[src/rtl/mdr_word_seq.sv]
// Sequences one 16-bit word access as two byte transfers on the 8-bit RAM/MDR path.
// Latency: read 2*(WAIT_CYCLES+1) RD cycles then DONE, write 2 WR cycles then DONE; req is ignored while busy.
module mdr_word_seq #(
  parameter int WAIT_CYCLES = 1,
  parameter int ADDR_W      = 16
) (
  input  logic              clk,
  input  logic              rst,
  input  logic              req,
  input  logic              we,
  input  logic [ADDR_W-1:0] addr,
  input  logic [15:0]       wdata,
  output logic              busy,
  output logic              done,
  output logic [ADDR_W-1:0] mem_addr,
  output logic              mem_re,
  output logic              mem_we,
  output logic [7:0]        mem_wdata,
  output logic              byte_high_we,
  output logic              byte_low_we
);

  typedef enum logic [2:0] {
    IDLE  = 3'd0,
    RD_HI = 3'd1,
    RD_LO = 3'd2,
    WR_HI = 3'd3,
    WR_LO = 3'd4,
    DONE  = 3'd5
  } state_t;

  localparam logic [3:0] WAIT_LAST = 4'(WAIT_CYCLES);

  state_t            state_q, state_d;
  logic [ADDR_W-1:0] addr_q, addr_d;
  logic [15:0]       wdata_q, wdata_d;
  logic [3:0]        wait_q, wait_d;
  logic              lo_sel_q, lo_sel_d;
  logic              wait_last;

  assign wait_last = (wait_q == WAIT_LAST);

  always_comb begin
    state_d  = state_q;
    addr_d   = addr_q;
    wdata_d  = wdata_q;
    wait_d   = wait_q;
    lo_sel_d = lo_sel_q;
    case (state_q)
      IDLE: begin
        if (req) begin
          addr_d   = addr;
          wdata_d  = wdata;
          wait_d   = 4'd0;
          lo_sel_d = 1'b0;
          state_d  = we ? WR_HI : RD_HI;
        end
      end
      RD_HI: begin
        if (wait_last) begin
          wait_d   = 4'd0;
          lo_sel_d = 1'b1;
          state_d  = RD_LO;
        end else begin
          wait_d = wait_q + 4'd1;
        end
      end
      RD_LO: begin
        if (wait_last) begin
          wait_d  = 4'd0;
          state_d = DONE;
        end else begin
          wait_d = wait_q + 4'd1;
        end
      end
      WR_HI: begin
        lo_sel_d = 1'b1;
        state_d  = WR_LO;
      end
      WR_LO:   state_d = DONE;
      DONE:    state_d = IDLE;
      default: state_d = IDLE;
    endcase
  end

  always_ff @(posedge clk) begin
    if (rst) begin
      state_q  <= IDLE;
      addr_q   <= '0;
      wdata_q  <= '0;
      wait_q   <= '0;
      lo_sel_q <= 1'b0;
    end else begin
      state_q  <= state_d;
      addr_q   <= addr_d;
      wdata_q  <= wdata_d;
      wait_q   <= wait_d;
      lo_sel_q <= lo_sel_d;
    end
  end

  // lo_sel_q stays set after the low byte so IDLE keeps presenting the last driven address
  assign mem_addr     = lo_sel_q ? addr_q + ADDR_W'(1) : addr_q;
  assign busy         = (state_q != IDLE);
  assign done         = (state_q == DONE);
  assign mem_re       = (state_q == RD_HI) || (state_q == RD_LO);
  assign mem_we       = (state_q == WR_HI) || (state_q == WR_LO);
  assign byte_high_we = (state_q == RD_HI) && wait_last;
  assign byte_low_we  = (state_q == RD_LO) && wait_last;

  always_comb begin
    mem_wdata = 8'h00;
    if (state_q == WR_HI) mem_wdata = wdata_q[15:8];
    else if (state_q == WR_LO) mem_wdata = wdata_q[7:0];
  end

endmodule

[config.mk]
export PLATFORM = sky130hd
export DESIGN_NAME = mdr_word_seq
export DESIGN_NICKNAME = d
export VERILOG_FILES = /design/src/rtl/mdr_word_seq.sv
export SDC_FILE = /design/constraint.sdc
export NUM_CORES = 1
export LEC_CHECK = 0
export ABC_AREA = 0
export CAP_MARGIN = 5
export CELL_PAD_IN_SITES_DETAIL_PLACEMENT = 2
export CELL_PAD_IN_SITES_GLOBAL_PLACEMENT = 2
export CORE_MARGIN = 10
export CORE_UTILIZATION = 26
export CTS_BUF_LIST = sky130_fd_sc_hd__clkbuf_4 sky130_fd_sc_hd__clkbuf_8
export DETAILED_ROUTE_END_ITERATION = 8
export PLACE_DENSITY = 0.89
export REMOVE_ABC_BUFFERS = 1
export SETUP_SLACK_MARGIN = 0.02
export SYNTH_ARGS = -nofsm -noshare
export SYNTH_HDL_FRONTEND = slang
export SYNTH_SLANG_ARGS = --single-unit
[constraint.sdc]
create_clock -name clk -period 2.2 [get_ports clk]
set_input_delay 0.44 -clock clk [delete_from_list [all_inputs] [get_ports clk]]
set_output_delay 0.44 -clock clk [all_outputs]
set_load 0.01 [all_outputs]
==> results.cfg, run 1 <==
[place]
place_ws_ns = -0.0760
dpl.cell_count = 425
place_area_sq_um = 2850
dp_hpwl_um = 5470
port_buffers = 65
routabilityCongestion = 0.763

[grt]
grt_pass1_vias = 2420
grt_pass1_wl_um = 11700
grt_antenna_before_repair = 0
grt.total_usage = 0.123
grt_max_degree = 41
overflow = 0

[die]
dieArea_sq_um = 11500
row_count = 31
initial_core_util = 0.271
io_pins = 66
core_area_sq_um = 7330
dieHeight_um = 107
die_x_um = 107

[synth]
synth_seq_cells = 40
ys_seq_area_frac = 0.403
post_synth_inst_count = 251
syn-cell-area_sq_um = 1990
synth.avg_cell_area_sq_um = 7.92
synth.distinct_cells = 36
yosysWarnings = 0

[worst_hold_path]
hold_path.class = flip-flop to flip-flop
min_path_cells = 2
holdCritStartpoint = wdata_q[8]
min_to = wdata_q[8]

[drt]
first_pass_iters = 3
drt-total-wl_um = 7270
drc_errors = 0
via_count = 2093
ant_nets = 0
viasPerCell = 4.71
drt_iter0_markers = 31
drt-wirelength-per-cell_um = 16.4

[critical_path]
crit_required_ns = 1.76
start_kind = flip-flop
worstSetupEndpointType = output pin
path_max_fanout = 3
slowest_delay_ns = 0.34
crit_top_cell = buf_6
crit_family = buffers and inverters
worstPathCellList = nand4_1 -> buf_4 -> nor3_4 -> buf_6 -> buf_6 -> nand3_2 -> xnor2_1 -> buf_2
worstSetupPathType = flip-flop to output pin
cp.arrival_ns = 1.72
r2r_slack_ns = 0.49
cp.buffers_inverters = 4
crit_slowest_cell = dfxtp_1
r2r_end = wait_q[2]
r2r_start = wait_q[1]
r2r_cells = 6

[layout]
layout_commonest_cell = nand2_1
post-route-util = 0.421
drive_gt1_frac = 0.226
stdcell_count = 444
mostFrequentLayoutCells = nand2_1 (78), a21oi_1 (40), clkdlybuf4s50_1 (38)
finalInstanceArea_sq_um = 3090
syn_to_final_growth_pct = 55.4
final_net_count = 383
diodes = 0

[clock_network]
clk_latency_ns = 0.29
cts_hold_buffers = 0
clk_pin_slew_ns = 0.08
root_buffer = clkbuf_8
clk_path_buf_depth = 2
cts.sinks = 40
htreeDepth = 2
numCtsBuffers = 5
cts_tree = built

[timing]
max_freq_ghz = 0.463
slew_violations = 0
rsz0062_at_grt = yes
relSlewSlack = 0.708
setup_ws_ns = 0.0393
finalSetupViolations = 0
period_needed_ns = 2.16
worst_pin_slew_ns = 0.436
period_share = 0.982
clock_skew_ns = 0.00704
finalHoldViolCount = 0

[power_and_ir_drop]
p_leak_uw = 0.00136
pwr-share-clk = 0.174
combPwrFrac = 0.494
p_switching_uw = 1210
ir_worst_vdd_mv = 0.360
swShare = 0.397
internal-power_uw = 1830
p_per_area_nw_per_um2 = 985
seq_power_share = 0.332

[job]
maxCapViolations = 0

[run_status]
status = finished clean
-- per-stage QoR --
step	total power, uW	TNS [ns]	hold slack, ns
CTS	3050	-0.545	0.466
floorplan	1750	0	0.430
finish	3040	0	0.462
global placement	2430	0	0.443
detailed placement	2520	-0.318	0.454
global route	3300	-0.112	0.493
-- Yosys cell counts --
cell      number  area (sq um)
clkbuf_2       1          5.00
inv_1          4          15.0
a311oi_1       1          8.76
dfxtp_1       40           801
a22o_1         8          70.1
ha_1           3          37.5
nand3_1        5          25.0
buf_2          2          10.0
clkbuf_1       6          22.5
o31ai_1        1          7.51
xor2_1         5          43.8
nor2_1         8          30.0
a2111o_1       1          11.3
o21ai_1        1          5.00
a21oi_1       41           205
and2_1         2          12.5
nor3_1         5          25.0
nor3_2         3          30.0
a22oi_1        1          7.51
a211oi_4       1          20.0
nand4_1        3          18.8
o31a_2         1          10.0
or4_1          1          7.51
and3_1         4          25.0
buf_6          3          33.8
clkbuf_8       1          13.8
xnor2_1       10          87.6
nand2b_4       1          13.8
o211ai_1       1          7.51
nand2_1       78           293
nand2b_2       2          17.5
a211oi_1       1          7.51
mux2_2         1          11.3
nor3b_4        1          18.8
buf_4          3          22.5
or2_2          1          6.26
-- cells by family after synthesis --
group / count (synthesis) / synth area share
AO/OA/AOI/OAI: 58 / 0.181
XOR/XNOR: 15 / 0.0661
adder cells (fa/ha/maj): 3 / 0.0189
buffers and inverters: 20 / 0.0617
flip-flops: 40 / 0.403
multiplexers: 1 / 0.00567
AND/OR/NAND/NOR: 114 / 0.263
-- worst max path at each step --
stage                     slack (ns)       start  cells after the start      endpoint
final                           0.04   addr_q[6]                      8  mem_addr[15]
after global routing           -0.10   addr_q[0]                      8  mem_addr[15]
after CTS                      -0.14  state_q[0]                      5  mem_wdata[7]
after detailed placement       -0.08   addr_q[0]                      7  mem_addr[12]
after global placement          0.02   addr_q[1]                      7  mem_addr[10]
after floorplan                 0.52  state_q[2]                      3  mem_wdata[0]
-- power groups by stage --
stage	registers, uW	clock network (uW)	logic, uW
after floorplan	1060	0	696
after global placement	1000	0	1430
after detailed placement	1020	0	1500
after CTS	1010	548	1500
after global routing	1030	586	1680
final	1010	529	1500
-- metal layers --
layer | routed length, um | vias to the layer above | GRT usage
met5 | 0 | - | 0
met4 | 31 | 0 | 0.0200
met3 | 221 | 4 | 0.0287
met2 | 3970 | 41 | 0.239
met1 | 3050 | 1019 | 0.133
li1 | - | 1029 | -
-- state kept, by name, indices dropped and copies added, names as in the netlist --
register,flops
wait_q,4
lo_sel_q,1
wdata_q,16
state_q,3
addr_q,16
-- tightest hold or removal path: cells and delay by family, from the launching register on --
family           cells  cell delay, ns
flip-flops           1            0.32
AND/OR/NAND/NOR      1            0.05
AO/OA/AOI/OAI        1            0.05
-- what timing repair did --
action | 4_1_cts | 5_1_grt
resized for setup | 57 | 25
hold endpoints to repair | 0 | 0
buffers inserted | 10 | 1
gates cloned | 1 | 0
setup endpoints to repair | 25 | 17
pin swaps | 5 | 6
-- final cells by class --
cell class	instances	area, sq um
Fill cell	815	4240
Multi-Input combinational cell	191	1140
Timing Repair Buffer	102	908
Sequential cell	40	807
Tap cell	99	124
Clock buffer	6	82.6
Clock inverter	2	15.0
Inverter	4	15.0
(Power assumes the default switching activity.)
==> run 2: changes to the inputs <==
CAP_MARGIN = 20   (was 5)
CORE_ASPECT_RATIO = 1.1   (was not set)
==> run 2 against run 1 <==
Critical path depth unchanged; clock-buffer cell count shrank 1; sequential share of layout area grew 1.0 points; die area hardly changed; register-to-register slack about the same; hold slack about the same; fmax increased by 0.47%; critical path type unchanged; largest cell class unchanged; largest power group unchanged; highest routed layer unchanged.
==> results.cfg, run 2 (synthesized netlist as in run 1, its figures left out) <==
[critical_path]
worstSetupPathType = flip-flop to output pin
crit_slowest_cell = dfxtp_4
worstSetupEndpointType = output pin
crit_family = buffers and inverters
crit_top_cell = buf_6
path_max_fanout = 4
cp.buffers_inverters = 4
worstPathCellList = nand4_1 -> buf_4 -> nor3_4 -> buf_6 -> buf_6 -> nand3_4 -> xnor2_2 -> buf_2
slowest_delay_ns = 0.36
crit_required_ns = 1.76
cp.arrival_ns = 1.71
start_kind = flip-flop

[timing]
worst_pin_slew_ns = 0.461
slew_violations = 0
period_needed_ns = 2.15
finalHoldViolCount = 0
rsz0062_at_grt = yes
fin_tns_setup_ns = 0
finalSetupViolations = 0
relSlewSlack = 0.692
period_share = 0.978
max_freq_ghz = 0.465
clock_skew_ns = 0.00968
hold_ws_ns = 0.462

[layout]
mostFrequentLayoutCells = nand2_1 (78), a21oi_1 (40), clkdlybuf4s50_1 (38)
area.sequential_sq_um = 811
final_net_count = 376
n_fill_cell = 876
layout_commonest_cell = nand2_1
diodes = 0
top_regs = addr_q (16), wdata_q (16), wait_q (4)
syn_to_final_growth_pct = 50.1
multiInputGateArea_sq_um = 1120
drive_gt1_frac = 0.214

[worst_hold_path]
hold_path.class = flip-flop to flip-flop

[die]
dieHeight_um = 112
core_area_sq_um = 7430
row_count = 33
io_pins = 66
initial_core_util = 0.267
die_x_um = 103
dieArea_sq_um = 11500

[clock_network]
clk_pin_slew_ns = 0.08
cts_tree = built
cts.sinks = 40
numCtsBuffers = 5
clk_path_buf_depth = 2
htreeDepth = 2
root_buffer = clkbuf_8
clk_latency_ns = 0.30

[grt]
overflow = 0
grt_pass1_wl_um = 11200
grt.total_usage = 0.120
grt_max_degree = 41
grt_pass1_vias = 2273
grt_antenna_before_repair = 0

[place]
port_buffers = 65
dp_hpwl_um = 5210
routabilityCongestion = 0.785

[drt]
drc_errors = 0
viasPerCell = 4.80
ant_nets = 0
first_pass_iters = 4
drt-total-wl_um = 6990
drt-wirelength-per-cell_um = 16.5
via_count = 2035
drt_iter0_markers = 21

[power_and_ir_drop]
ir_worst_vdd_mv = 0.705
p_leak_uw = 0.00133
p_per_area_nw_per_um2 = 973

[job]
maxCapViolations = 0

[run_status]
status = finished clean
-- run 2: cell types whose count changed in the layout (fill, tap and decap cells not counted), moves of 2 or more --
cell | before | now
buf_4 | 31 | 27
buf_6 | 6 | 2
clkdlybuf4s15_1 | 2 | 0
dfxtp_1 | 37 | 34
dfxtp_2 | 2 | 5
dlygate4sd2_1 | 10 | 12
nor3_2 | 1 | 3
nor3_4 | 3 | 1
-- run 2: final cells by class --
| cell class | count | area share |
|---|---|---|
| multi-input combinational | 191 | 0.374 |
| timing repair buffer | 95 | 0.285 |
| sequential | 40 | 0.272 |
| tap | 87 | 0.0365 |
| clock buffer | 5 | 0.0231 |
| inverter | 4 | 0.00503 |
| clock inverter | 2 | 0.00419 |
-- run 2: worst register-to-register path: cells and delay by family, from the launching register on --
kind            cells  cell delay (ns)
fa+ha+maj           1             0.20
compound gates      3             0.82
simple gates        1             0.17
flops               1             0.38
buf+inv             1             0.06
-- run 2: report_power, final --
group	internal, uW	leakage (uW)	switching [uW]	total (uW)
Combinational	646	0.000960	769	1420
Sequential	893	0.000330	125	1020
Clock	215	0.0000400	254	469
-- run 2: worst paths after layout --
kind / to / depth (start not counted) / slack, ns / start
setup / recovery: mem_addr[15] / 8 / 0.05 / addr_q[1]
hold / removal: wdata_q[12] / 2 / 0.46 / wdata_q[12]
setup reg to reg: wait_q[2] / 6 / 0.48 / wait_q[1]
hold reg to reg: wdata_q[12] / 2 / 0.46 / wdata_q[12]
-- run 2: stage by stage --
step	setup WS [ns]	std cells	power (uW)	instance area (sq um)	utilization
final	0.0494	424	2900	2980	0.401
after global routing	-0.0727	424	3150	2980	0.401
after CTS	-0.0212	423	2950	2930	0.394
after detailed placement	-0.0833	411	2510	2830	0.381
after global placement	0.00923	411	2430	2830	0.381
after floorplan	0.519	235	1750	1880	-
-- run 2: layer usage --
layer  vias to the layer above  share of wire  GRT usage
met2                        43           0.54      0.220
met3                         9          0.039     0.0297
met5                         -              0          0
met4                         0          0.011     0.0306
li1                       1013              -          -
met1                       970           0.41      0.131
-- run 2: timing repair --
item | in CTS | in global routing
pin swaps | 6 | 6
setup buffers | 5 | 2
hold buffers | 0 | 0
setup endpoints to repair | 26 | 15
resized for setup | 53 | 20
